[src/rtl/mac_frame_sequencer.sv]
// Time-multiplexed multiply-accumulate sequencer: one DATA_W x DATA_W multiplier
// and a wrapping accumulator swept over a frame of N_TERMS operand pairs.
module mac_frame_sequencer #(
   parameter int DATA_W  = 4,
   parameter int ACC_W   = 8,
   parameter int N_TERMS = 128,
   parameter int CNT_W   = 8
) (
   input  logic              clk,
   input  logic              rst,
   input  logic              start,
   input  logic              in_valid,
   output logic              in_ready,
   input  logic [DATA_W-1:0] in_a,
   input  logic [DATA_W-1:0] in_b,
   output logic              out_valid,
   input  logic              out_ready,
   output logic [ACC_W-1:0]  out_sum,
   output logic              busy,
   output logic [CNT_W-1:0]  term_cnt
);

   typedef enum logic [1:0] {IDLE, ACCUM, DONE} state_t;

   localparam logic [CNT_W-1:0] LAST_TERM = CNT_W'(N_TERMS - 1);

   state_t             state;
   logic [ACC_W-1:0]   acc;
   logic [ACC_W-1:0]   acc_next;

   // Product is formed at full 2*DATA_W width, then resized to the accumulator;
   // the sum wraps modulo 2^ACC_W.
   function automatic logic [ACC_W-1:0] wrap_mac(input logic [ACC_W-1:0]  sum,
                                                 input logic [DATA_W-1:0] a,
                                                 input logic [DATA_W-1:0] b);
      logic [2*DATA_W-1:0] prod;
      prod = {{DATA_W{1'b0}}, a} * {{DATA_W{1'b0}}, b};
      return sum + ACC_W'(prod);
   endfunction

   assign acc_next = wrap_mac(acc, in_a, in_b);

   always_ff @(posedge clk or posedge rst) begin
      if (rst) begin
         state     <= IDLE;
         acc       <= '0;
         term_cnt  <= '0;
         in_ready  <= 1'b0;
         out_valid <= 1'b0;
         out_sum   <= '0;
         busy      <= 1'b0;
      end else begin
         case (state)
            IDLE: begin
               if (start) begin
                  state    <= ACCUM;
                  acc      <= '0;
                  term_cnt <= '0;
                  in_ready <= 1'b1;
                  busy     <= 1'b1;
               end
            end
            ACCUM: begin
               if (in_valid && in_ready) begin
                  acc      <= acc_next;
                  term_cnt <= term_cnt + CNT_W'(1);
                  // Final pair: publish the sum directly so out_valid rises next cycle.
                  if (term_cnt == LAST_TERM) begin
                     state     <= DONE;
                     in_ready  <= 1'b0;
                     out_valid <= 1'b1;
                     out_sum   <= acc_next;
                  end
               end
            end
            DONE: begin
               if (out_valid && out_ready) begin
                  out_valid <= 1'b0;
                  if (start) begin
                     state    <= ACCUM;
                     acc      <= '0;
                     term_cnt <= '0;
                     in_ready <= 1'b1;
                  end else begin
                     state <= IDLE;
                     busy  <= 1'b0;
                  end
               end
            end
            default: begin
               state     <= IDLE;
               in_ready  <= 1'b0;
               out_valid <= 1'b0;
               busy      <= 1'b0;
            end
         endcase
      end
   end

endmodule

[config.mk]
export PLATFORM = sky130hd
export DESIGN_NAME = mac_frame_sequencer
export DESIGN_NICKNAME = d
export VERILOG_FILES = /design/src/rtl/mac_frame_sequencer.sv
export SDC_FILE = /design/constraint.sdc
export NUM_CORES = 1
export LEC_CHECK = 0
export CORE_ASPECT_RATIO = 1.25
export CORE_MARGIN = 2
export CORE_UTILIZATION = 48
export CTS_CLUSTER_SIZE = 40
export DETAILED_ROUTE_END_ITERATION = 16
export PLACE_DENSITY = 0.73
export SLEW_MARGIN = 30
export SYNTH_ARGS = -nofsm -noshare
export SYNTH_HDL_FRONTEND = slang
export SYNTH_SLANG_ARGS = --single-unit
[constraint.sdc]
create_clock -name clk -period 5.8 [get_ports clk]
set_input_delay 1.74 -clock clk [delete_from_list [all_inputs] [get_ports clk]]
set_output_delay 1.74 -clock clk [all_outputs]
set_load 0.01 [all_outputs]
==> summary.md <==
| Metric | Value |
|---|---|
| Switch Pwr | `0.000333 W` |
| Worst r2r src | `acc[2]$_DFFE_PP0P_` |
| Seq cells post-synth | `29` |
| GRT Max-Usage Layer | `met2` |
| Fmax | `0.193 GHz` |
| Final wirelength | `3.94 mm` |
| Placed Area | `2310 µm²` |
| VDD IR max | `199 µV` |
| ANT nets after route | `0` |
| Met1 Track Usage GR | `22.8%` |
| Vias per inst | `5.28` |
| Placer Congestion | `0.802` |
| Grt ovf | `0` |
| Die area | `4590 µm²` |
| Num rows | `25` |
| Status | `finished clean` |
| Total number of vias | `1473` |
| Initial core utilization | `50.7%` |
| Mapped Cells | `190` |
| Lkg Pwr | `1.16 nW` |
| Total CTS buffers | `5` |
| Setup Skew | `4.31 ps` |
| CP Capture Type | `register` |
| Sw Share | `38.7%` |
| Clock root buffer | `clkbuf_8` |
| Area leader, netlist | `dfrtp_1` |
| M3 GR Usage | `5.50%` |
| Number of DRC markers in iteration 0 | `26` |
| Int Power | `0.000528 W` |
| Fin area | `2390 µm²` |
| CTS tree | `yes` |
| Post-Layout Cell Count | `279` |
| Vias in the first global route | `1592` |
| Port bufs | `31` |
| Placed cell count | `271` |
| Syn avg cell area | `10.3 µm²` |
| CTS HTree Levels | `2` |
| CP Launch Type | `input port` |
| Crit Path Category | `in2reg` |
| Initial antenna violation count | `0` |
| FF/Latch Area | `726 µm²` |
| Slew @ Worst Pin | `814 ps` |
| Fin crit share | `89.4%` |
| Synth top area cells | `dfrtp_1 37%, ha_1 10%, fa_1 9.2%` |
| Reg2Reg Depth | `7` |
| CORE AREA | `3850 µm²` |
| Main flop type after synthesis | `dfrtp_1` |
| Min-delay worst type | `reg2reg` |
| Skew-Pair Late Insertion Delay | `290 ps` |
| Hold endpoint | `acc[6]$_DFFE_PP0P_` |
| Num Clock Sinks | `29` |
| Fin. Hold Viols | `0` |
| Yosys cell types | `36` |
| Fill cell count | `343` |
| Area of the mapped netlist | `1950 µm²` |
| Die width | `61 µm` |
| FF-to-FF End | `out_sum[7]$_DFFE_PP0P_` |
| Seq/Total Area, Yosys | `37.2%` |
| First-pass GRT wire length | `6.84 mm` |
| Worst Path Arrival | `5400 ps` |
| I/O pins | `32` |
| CP max FO | `5` |
| Maximum clock insertion buffer count | `2` |
| Cell depth of the worst hold path | `1` |
| Met2 usage | `36.8%` |
| Number of synthesis warnings | `0` |
| Slew Viols, Final | `0` |
| Antenna cells | `0` |
| Post_cts resized | `0` |
| Post-synth EDFFs | `0` |
| Gr usage total | `20.6%` |
| Synth cell count leaders | `29 x dfrtp_1, 22 x inv_1, 16 x ha_1` |
| Clock transition at path regs | `60 ps` |
| Post-CTS Setup Bufs | `0` |
| Setup tns final | `0 ps` |
| Combinational fraction of design power | `47.6%` |
| WHS | `506 ps` |
| Layout cells sized above 1 | `8.89%` |
| Req. time, crit path | `6010 ps` |
| Placement Setup Slack | `336 ps` |
| Area taken by multi-input logic gates | `1120 µm²` |
| Die Ht | `75.3 µm` |
| Mapped Nets | `228` |
| Detailed placer's ending HPWL | `3.04 mm` |
| Layout Nets | `262` |
| Crit path time final | `5190 ps` |
| Max-cap violation count | `0` |
| Area Growth Syn to Fin | `22.7%` |
| Most numerous cell in the Yosys netlist | `dfrtp_1` |
| Pin count of the biggest net entering global routing | `30` |
| PnR worst setup slack | `614 ps` |
| Top cell type's share of synthesized area | `37.2%` |
| Clk network pwr share | `18.7%` |
| Unrepaired setup endpoints after global routing | `no` |
| Remaining DRCs | `0` |
| Wire per inst | `14.1 µm` |
| Hold_buf cts | `0` |
| Power per cell area | `360 nW/µm²` |
| Setup Viol. Count Final | `0` |
| Hold Crit Start | `acc[6]$_DFFE_PP0P_` |
| Relative slew slack | `45.8%` |
| First-pass DRT Iterations | `4` |
| R2r setup slk | `3200 ps` |
| Ys async rst share | `100%` |
| Sequential power share | `33.7%` |
## kinds of logic (layout without fill, tap and decap cells)
group                    after synthesis  count (layout)  share of synthesized area [%]
buffers and inverters                 27              62                           5.52
adder cells (fa/ha/maj)               25              25                           19.5
multiplexers                           9               9                           5.13
AO/OA/AOI/OAI                         41              41                           15.0
XOR/XNOR                               9               9                           4.04
AND/OR/NAND/NOR                       50              50                           13.6
flip-flops                            29              29                           37.2
## sequential cells by signal (all words and copies together), names as in the netlist
signal / flops
acc: 8
busy: 1
in_ready: 1
out_sum: 8
out_valid: 1
state: 2
term_cnt: 8
## critical path, cell delays in order
cell and delay [ps]:
clkdlybuf4s50_1 510, nand2_1 100, fa_1 510, fa_1 510, fa_1 520, inv_1 40, ha_1 360, a211oi_2 280
o21bai_1 120, a211o_1 350, a21o_1 200, a31oi_1 160
## area by class of cell
| type | count | share of cell area [%] |
|---|---|---|
| clock buffer | 6 | 3.03 |
| clock inverter | 2 | 0.418 |
| inverter | 22 | 3.45 |
| multi-input combinational | 134 | 46.7 |
| sequential | 29 | 30.3 |
| tap | 54 | 2.82 |
| timing repair buffer | 32 | 13.3 |
## worst max-delay path by stage
stage,startpoint,slack [ps],to,cells past startpoint
global placement,in_a[0],420,out_sum[7]$_DFFE_PP0P_,12
CTS,in_b[3],610,out_sum[7]$_DFFE_PP0P_,12
floorplan,in_b[3],1050,out_sum[7]$_DFFE_PP0P_,11
global route,in_b[3],420,out_sum[7]$_DFFE_PP0P_,12
finish,in_a[0],610,out_sum[7]$_DFFE_PP0P_,12
detailed placement,in_b[3],340,out_sum[7]$_DFFE_PP0P_,12
## layer usage
layer  vias to the layer above  share of wire, %
li1                        718                 -
met1                       715                41
met2                        31                54
met3                         9               3.8
met4                         0               1.9
met5                         -                 0
## placed cells by master, fill, tap and decap left out, types with 5 or more instances in the layout
cell | netlist | routed
clkdlybuf4s50_1 | 0 | 31
dfrtp_1 | 29 | 29
o21ai_0 | 5 | 5
clkbuf_8 | 0 | 5
and2_1 | 15 | 15
xor2_1 | 7 | 7
nor2_1 | 9 | 9
a21oi_1 | 7 | 7
nand2_1 | 7 | 7
a22o_1 | 8 | 8
inv_1 | 22 | 21
ha_1 | 16 | 16
mux2_2 | 8 | 8
nand3_1 | 7 | 7
a21o_1 | 5 | 5
fa_1 | 9 | 9
## metrics by stage
stage	power (W)	util, %
final	0.000861	62.2
after global routing	0.000941	62.2
after floorplan	0.000580	-
after CTS	0.000871	62.2
after global placement	0.000683	60.0
after detailed placement	0.000702	60.0
## power groups by stage
stage	Sequential [W]	Combinational (W)	Clock (W)
after floorplan	0.000291	0.000289	0
after global placement	0.000289	0.000394	0
after detailed placement	0.000291	0.000411	0
after CTS	0.000289	0.000415	0.000167
after global routing	0.000297	0.000470	0.000174
final	0.000290	0.000410	0.000161
No activity file was read; power rests on OpenSTA's default activity.
